==> config.mk <==
export PLATFORM = sky130hd
export DESIGN_NAME = adder_tree_pacc
export DESIGN_NICKNAME = d
export VERILOG_FILES = /design/src/rtl/adder_tree_pacc.sv
export SDC_FILE = /design/constraint.sdc
export NUM_CORES = 1
export LEC_CHECK = 0
export BUFFER_PORTS_ARGS = -buffer_cell sky130_fd_sc_hd__clkbuf_2
export CAP_MARGIN = 20
export CELL_PAD_IN_SITES_DETAIL_PLACEMENT = 0
export CELL_PAD_IN_SITES_GLOBAL_PLACEMENT = 1
export CORE_MARGIN = 5
export CORE_UTILIZATION = 49
export DETAILED_ROUTE_END_ITERATION = 12
export PLACE_DENSITY_LB_ADDON = 0.2
export SKIP_LAST_GASP = 1
export SLEW_MARGIN = 20
export SYNTH_ARGS = -nofsm -noshare
export SYNTH_HDL_FRONTEND = slang
export SYNTH_SLANG_ARGS = --single-unit
==> constraint.sdc <==
create_clock -name clk -period 3.86 [get_ports clk]
set_clock_uncertainty 0.05 [all_clocks]
set_input_delay 0.772 -clock clk [delete_from_list [all_inputs] [get_ports clk]]
set_output_delay 0.772 -clock clk [all_outputs]
set_load 0.03 [all_outputs]
==> src/rtl/adder_tree_pacc.sv <==
// adder_tree_pacc: pipelined signed adder tree with optional frame accumulator.
//
// Sums NUM_IN signed IN_W-bit lanes through LEVELS = log2(NUM_IN) registered
// pairwise-add levels, one level per clock, accepting a new vector every cycle.
// Tree sums whose vector was tagged with acc_en are accumulated ACC_LEN at a
// time; each completed frame produces a single acc_valid pulse.
//
// Ports:
//   clk        rising-edge clock
//   rst_n      asynchronous active-low reset
//   in_valid   in_data valid this cycle
//   in_data    NUM_IN lanes, lane k at [k*IN_W +: IN_W], signed
//   acc_en     tag sampled with in_valid: vector takes part in accumulation
//   acc_clr    synchronous clear of the partial accumulator frame
//   sum_out    signed tree sum (SUM_W bits), holds between valid pulses
//   sum_valid  one-cycle pulse per input vector, LEVELS cycles after in_valid
//   acc_out    signed frame sum (ACC_W bits), holds between pulses
//   acc_valid  one-cycle pulse per completed frame
//   acc_busy   high while a partial frame is held
module adder_tree_pacc #(
  parameter int IN_W    = 12,
  parameter int NUM_IN  = 8,
  parameter int ACC_LEN = 4,
  localparam int LEVELS = $clog2(NUM_IN),
  localparam int ACC_CB = $clog2(ACC_LEN),
  localparam int SUM_W  = IN_W + LEVELS,
  localparam int ACC_W  = SUM_W + ACC_CB
) (
  input  logic                     clk,
  input  logic                     rst_n,
  input  logic                     in_valid,
  input  logic [NUM_IN*IN_W-1:0]   in_data,
  input  logic                     acc_en,
  input  logic                     acc_clr,
  output logic signed [SUM_W-1:0]  sum_out,
  output logic                     sum_valid,
  output logic signed [ACC_W-1:0]  acc_out,
  output logic                     acc_valid,
  output logic                     acc_busy
);

  // Frame counter needs at least one bit even when ACC_LEN == 1.
  localparam int CNT_W = (ACC_CB > 0) ? ACC_CB : 1;

  // Level 0 is the raw input; level l holds NUM_IN>>l nodes of IN_W+l bits.
  for (genvar l = 0; l <= LEVELS; l++) begin : g_lvl
    localparam int W = IN_W + l;
    localparam int N = NUM_IN >> l;

    logic signed [W-1:0] node [N];
    logic                vld;
    logic                tag;

    if (l == 0) begin : g_src
      always_comb begin
        for (int k = 0; k < N; k++) begin
          node[k] = $signed(in_data[k*IN_W +: IN_W]);
        end
      end
      assign vld = in_valid;
      assign tag = acc_en;
    end else begin : g_add
      logic signed [W-1:0] node_d [N];
      logic signed [W-1:0] node_q [N];
      logic                vld_d, vld_q;
      logic                tag_d, tag_q;

      // Operands are sign-extended by one bit so the pair sum is exact.
      always_comb begin
        vld_d = g_lvl[l-1].vld;
        tag_d = g_lvl[l-1].tag;
        for (int j = 0; j < N; j++) begin
          node_d[j] = node_q[j];
          if (g_lvl[l-1].vld) begin
            node_d[j] = $signed({g_lvl[l-1].node[2*j][W-2],   g_lvl[l-1].node[2*j]})
                      + $signed({g_lvl[l-1].node[2*j+1][W-2], g_lvl[l-1].node[2*j+1]});
          end
        end
      end

      // ---- stage l boundary ----
      always_ff @(posedge clk or negedge rst_n) begin
        if (!rst_n) begin
          vld_q <= 1'b0;
          tag_q <= 1'b0;
        end else begin
          vld_q <= vld_d;
          tag_q <= tag_d;
        end
      end

      // Only the final level is visible as sum_out, so only it is cleared.
      if (l == LEVELS) begin : g_out_rst
        always_ff @(posedge clk or negedge rst_n) begin
          if (!rst_n) begin
            for (int j = 0; j < N; j++) node_q[j] <= '0;
          end else begin
            for (int j = 0; j < N; j++) node_q[j] <= node_d[j];
          end
        end
      end else begin : g_mid
        always_ff @(posedge clk) begin
          for (int j = 0; j < N; j++) node_q[j] <= node_d[j];
        end
      end

      assign node = node_q;
      assign vld  = vld_q;
      assign tag  = tag_q;
    end
  end

  logic signed [SUM_W-1:0] tree_sum;
  logic                    tree_vld;
  logic                    tree_tag;

  assign tree_sum  = g_lvl[LEVELS].node[0];
  assign tree_vld  = g_lvl[LEVELS].vld;
  assign tree_tag  = g_lvl[LEVELS].tag;
  assign sum_out   = tree_sum;
  assign sum_valid = tree_vld;

  logic signed [ACC_W-1:0] sum_ext, acc_base;
  logic signed [ACC_W-1:0] acc_d, acc_q;
  logic signed [ACC_W-1:0] acc_out_d, acc_out_q;
  logic [CNT_W-1:0]        cnt_base, cnt_d, cnt_q;
  logic                    acc_valid_d, acc_valid_q;
  logic                    acc_busy_d, acc_busy_q;

  // acc_clr is applied before the coincident tree event, so that event
  // opens a fresh frame instead of being dropped.
  always_comb begin
    sum_ext     = ACC_W'(tree_sum);
    acc_base    = acc_clr ? '0 : acc_q;
    cnt_base    = acc_clr ? '0 : cnt_q;
    acc_d       = acc_base;
    cnt_d       = cnt_base;
    acc_out_d   = acc_out_q;
    acc_valid_d = 1'b0;
    if (tree_vld) begin
      if (!tree_tag) begin
        acc_d = '0;
        cnt_d = '0;
      end else if (cnt_base == CNT_W'(ACC_LEN - 1)) begin
        acc_out_d   = acc_base + sum_ext;
        acc_valid_d = 1'b1;
        acc_d       = '0;
        cnt_d       = '0;
      end else begin
        acc_d = acc_base + sum_ext;
        cnt_d = cnt_base + CNT_W'(1);
      end
    end
    acc_busy_d = (cnt_d != '0);
  end

  // ---- accumulator stage boundary ----
  always_ff @(posedge clk or negedge rst_n) begin
    if (!rst_n) begin
      acc_q       <= '0;
      cnt_q       <= '0;
      acc_out_q   <= '0;
      acc_valid_q <= 1'b0;
      acc_busy_q  <= 1'b0;
    end else begin
      acc_q       <= acc_d;
      cnt_q       <= cnt_d;
      acc_out_q   <= acc_out_d;
      acc_valid_q <= acc_valid_d;
      acc_busy_q  <= acc_busy_d;
    end
  end

  assign acc_out   = acc_out_q;
  assign acc_valid = acc_valid_q;
  assign acc_busy  = acc_busy_q;

endmodule

; ---- After elaboration in Yosys (flattened, before gate mapping)
; Cells that the tools add are included.
[classes]
div_mod_pow = 0
eq_ne = 1
n_mux = 11
order_cmp = 0
reduce_logical = 2
add_sub_neg = 9
mul = 0
shifts = 0
n_bitwise = 0
[op_table]
columns = op, n
row1 = 17-bit two-way mux, 4
row2 = 12-bit by 12-bit adder with 13-bit output, 4
row3 = 13-bit by 13-bit adder with 14-bit output, 2
row4 = 17-bit by 15-bit adder with 17-bit output, 1
row5 = 14-bit by 14-bit adder with 15-bit output, 1
row6 = 2-bit two-way mux, 4
row7 = 1-bit two-way mux, 3
row8 = 3-bit AND reduction, 1
row9 = "2-bit by 1-bit adder with 2-bit output, second input constant", 1
row10 = "2-bit == test, second input constant", 1
row11 = 2-bit nonzero test, 1
[totals]
mem_bits_rw = 0
input_bits = 101
out_inout_bits = 35
romBits = 0
latch_bits = 0
reg_bits = 139
elab_cells = 41
memories = 0

; ---- Logic depth before layout (Yosys ltp)
[depth]
word_depth = 6
mapped_depth = 10
mapped_depth_nobuf = 10

; ---- Worst setup path after synthesis
; OpenSTA, ideal clock, no wires.
[synth_path]
kind = input-to-reg
start = in acc_clr
end = reg acc_out_q[13], in the netlist acc_out[13]
arrival_time_ns = 2.726
slack_ns = 1.015
path_stages = 9
setup_time_ns = 0.069
path_buffers = 1
path_cell_list = clkbuf_1 nor2b_1 ha_1 a2111oi_4 o21ai_2 nand4b_2 nand2_2 or4_1 nand3_1
[synth_via]
elab_chain_cells = 3
[synth_lines]
columns = element, line
row1 = start: declaration, 34  ; input logic acc_clr,
row2 = "parallel branches: the longest is 3 deep, another holds 17-bit by 15-bit adder with 17-bit output", -
row3 = end signal: assignment, 168  ; acc_out_q <= acc_out_d;
row4 = end: declaration, 125  ; logic signed [ACC_W-1:0] acc_out_d, acc_out_q;
; Parallel ways; which one is timed is not known.
; A chain may end at the register's enable or synchronous reset.

; ---- Worst setup path in the final report
[layout_path]
start = in acc_clr
end = reg acc_q[10]
[layout_via]
elab_chain_cells = 5
[layout_lines]
columns = element, line
row1 = 17-bit two-way mux / 2-bit two-way mux (equally long branches), "134, 135"
row2 = 17-bit by 15-bit adder with 17-bit output / 2-bit == test (equally long branches), "150, 144"
row3 = 17-bit two-way mux, 144  ; end else if (cnt_base == CNT_W'(ACC_LEN - 1)) begin
row4 = 17-bit two-way mux, 141  ; if (!tree_tag) begin
row5 = 17-bit two-way mux (*), 140  ; if (tree_vld) begin
row6 = net acc_d[10], 124  ; logic signed [ACC_W-1:0] acc_d, acc_q;
row7 = end signal: assignment, 160  ; acc_q <= '0;
row8 = end signal: assignment, 166  ; acc_q <= acc_d;
row9 = end: declaration, 124
; The timed path passes the listed nets; every way through them passes the cells marked *.

==> impl_results.md <==
* Outcome: finished, final reports clean
* IO Pins at 136
* GRT Resource Usage Total at ~17%
* Total number of vias at 6669
* Row count at 49
* Clock Sinks at 139
* DPL Wire Length at 14.4 mm
* Leakage power total at 4.86 nW
* Total congestion overflow at 0
* Drt via density at 5.31
* Slew HR at 43.7%
* Hold-fix buffers, CTS at 0
* Largest net degree at the start of global routing at 34
* Share of cells above drive strength 1 at roughly a fifth
* # resized after CTS at 0
* First-pass GRT wire length at 31.0 mm
* Area grow syn2layout at 16.9%
* Final RePlAce weighted congestion at 0.848
* Seq/Total Area, Yosys at 42.8%
* Peak VDD IR at 0.342 mV
* Crit Path Class: input pin to register
* PortBufs at approximately 140
* Critical-path cell with the highest stage delay: fa_1
* Final #Nets at 1227
* Maximum clock frequency at 0.364 GHz
* Syn Nets at 1079
* Tot Pwr at about 6.6 mW
* # diodes at 0
* Arrival @ worst endpoint at 2980 ps
* Worst hold path class: register to register
* Clk_lat worst skew at 420 ps
* Die W at around 150 um
* # setup viols final at 0
* Root Buffer Master: clkbuf_16
* CTS H-tree depth at 4
* Maxcap violations at 0
* Yosys warning total at 0
* Endpoint type of the worst setup path: register
* Starting Density at 50.1%
* CTS tree: done
* RSZ-0062 raised after global routing: false
* Die footprint at about 0.021 sq mm
* Post-CTS Setup Inserts at 0
* Initial DRT Pass Iterations at 4
* Number of flops mapped to enable cells by yosys at 80
* Max-slew violations at 0
* Worst Path Required at 4100 ps
* Clock buffer depth at 2
* Pwr dens at 618 mW/mm^2
* Routed len/inst at 14.3 um
* Critical path launch point type: input pin
* Fillers at between 1500 and 2000
* CTS Buf Count at 17
* Final WS setup at roughly 1100 ps
* Final instance area at 0.0106 sq mm
* Tmin final at about 2700 ps
* Synth async-reset ratio at a little over two fifths
* Flops & latches, synth at 139
* Period utilisation layout at 71.1%
* Cell Area, Synth at slightly above 0.009 sq mm
* Max stage delay on crit path at 420 ps
* Max Fanout on Critical Path at 7
* WL final at 18.0 mm
* Worst-Margin Slew at 844 ps
* Syn avg cell area at approximately 10 sq um
* Cells after synthesis at 865
* Worst-path clk slew at around 70 ps
* Vias in the first global route at 6641
* Distinct cells, synth at 66
* Crit path cell chain: clkbuf_2 > nor2b_1 > ha_1 > fa_1 > a21oi_2 > nor2_2 > o311ai_2 > o211ai_1 > a21oi_1 > xnor2_1 > o2bb2ai_1
* Post-route ant nets at 0
* Placeable Area at 0.0181 sq mm
* Dpl cell area at 0.0100 sq mm
* Synth Flop Type: edfxtp_1
* Setup TNS after final layout at 0 ps
* Number of antenna violations at the first check in global routing at 0
* Pre-CTS setup slack at 686 ps
* Post-route DRC violation count at 0
* Hold Vio Cnt, Final at 0
* Drt initial violations at between 200 and 300
* Chip height at 146 um
-- cell usage after synthesis, types with 14 or more instances --
cell type / instances / share of area (%)
a21o_1: 25 / 2.1
a21oi_1: 52 / 2.9
dfrtp_1: 59 / 16
edfxtp_1: 80 / 26
ha_1: 105 / 14
inv_1: 58 / 2.4
nand2_1: 50 / 2.1
nor2_1: 55 / 2.3
nor2b_1: 32 / 2.2
nor3_1: 28 / 1.5
o21ai_0: 41 / 2.3
o21ai_1: 17 / 0.94
o21bai_1: 14 / 1.2
o2bb2ai_1: 14 / 1.4
xnor2_1: 50 / 4.8
xor2_1: 23 / 2.2
-- metrics by stage --
| stage | hold slack, ps | util (%) | instances |
|---|---|---|---|
| 2_1_floorplan | 281 | - | 865 |
| 3_3_place_gp | 288 | 55.4 | 1223 |
| 3_5_place_dp | 290 | 55.4 | 1223 |
| 4_1_cts | 316 | 58.6 | 1255 |
| 5_1_grt | 325 | 58.6 | 1255 |
| 6_report | 312 | 58.6 | 1255 |
-- placed cells by master, fill, tap and decap left out, types with 7 or more instances in the layout --
| master | count |
|---|---|
| inv_6 | 8 |
| ha_1 | 105 |
| a31oi_1 | 13 |
| fa_1 | 8 |
| mux2_2 | 11 |
| inv_1 | 58 |
| o21a_1 | 10 |
| clkbuf_2 | 135 |
| nand3_1 | 8 |
| nand2_1 | 50 |
| a21oi_1 | 52 |
| o21ai_1 | 17 |
| edfxtp_1 | 80 |
| dfrtp_1 | 58 |
| nand4_1 | 7 |
| a21o_1 | 25 |
| o21bai_1 | 14 |
| nand2b_1 | 9 |
| and3_1 | 7 |
| xnor2_1 | 50 |
| nor2b_1 | 32 |
| o21ai_0 | 41 |
| xor2_1 | 23 |
| o2bb2ai_1 | 14 |
| o211ai_1 | 8 |
| nor3_1 | 28 |
| clkbuf_16 | 17 |
| nor2_1 | 55 |
-- kinds of logic (layout without fill, tap and decap cells) --
family,Yosys count,count (layout),share of synthesized area [%]
AO/OA/AOI/OAI,231,231,17.0
XOR/XNOR,73,73,7.05
adder cells (fa/ha/maj),113,113,16.3
buffers and inverters,70,231,2.91
flip-flops,139,139,42.8
multiplexers,12,12,1.48
AND/OR/NAND/NOR,227,227,12.5
-- final timing paths --
check	depth (start not counted)	startpoint	slack, ps	to
worst min-delay path	0	g_lvl[2].g_add.tag_q$_DFF_PN0_	310	g_lvl[3].g_add.tag_q$_DFF_PN0_
worst min register to register	0	g_lvl[2].g_add.tag_q$_DFF_PN0_	310	g_lvl[3].g_add.tag_q$_DFF_PN0_
min in group asynchronous	1	rst_n	390	cnt_q[1]$_DFF_PN0_
worst max register to register	10	acc_q[0]$_DFF_PN0_	1190	acc_q[10]$_DFF_PN0_
worst max-delay path	11	acc_clr	1120	acc_q[10]$_DFF_PN0_
max in group asynchronous	2	rst_n	2470	acc_q[8]$_DFF_PN0_
-- metal layers --
layer	track usage, %	share of wire [%]	wire (um)	up-vias
li1	-	-	-	3476
met1	22.4	47	8510	3078
met2	29.9	49	8760	106
met3	3.87	3.3	590	9
met4	4.61	0.72	130	0
met5	0	0	0	-
-- report_power, final --
group | internal (mW) | total, mW | switching [mW]
Combinational | 1.19 | 2.78 | 1.59
Sequential | 2.00 | 2.20 | 0.198
Clock | 0.910 | 1.58 | 0.668
-- state kept, by name, indices dropped and copies added, names as in the netlist --
name                flops
g_lvl.g_add.node_q     80
cnt_q                   2
acc_q                  17
acc_out                17
acc_busy                1
g_lvl.g_add.vld_q       2
acc_valid               1
sum_valid               1
sum_out                15
g_lvl.g_add.tag_q       3
-- critical path, delay by kind of cell --
kind                     cells  cell delay, ps
AO/OA/AOI/OAI                5            1090
XOR/XNOR                     1             170
adder cells (fa/ha/maj)      2             630
buffers and inverters        1             160
AND/OR/NAND/NOR              2             150
-- area by class of cell --
class | count | area [sq um] | share of cell area, %
Inverter | 59 | 221 | 2.09
Multi-Input combinational cell | 656 | 4930 | 46.5
Clock inverter | 15 | 150 | 1.42
Sequential cell | 139 | 3880 | 36.6
Timing Repair Buffer | 140 | 713 | 6.73
Clock buffer | 17 | 425 | 4.01
Tap cell | 229 | 287 | 2.70
Note: power is estimated with default switching activity, not from simulation.
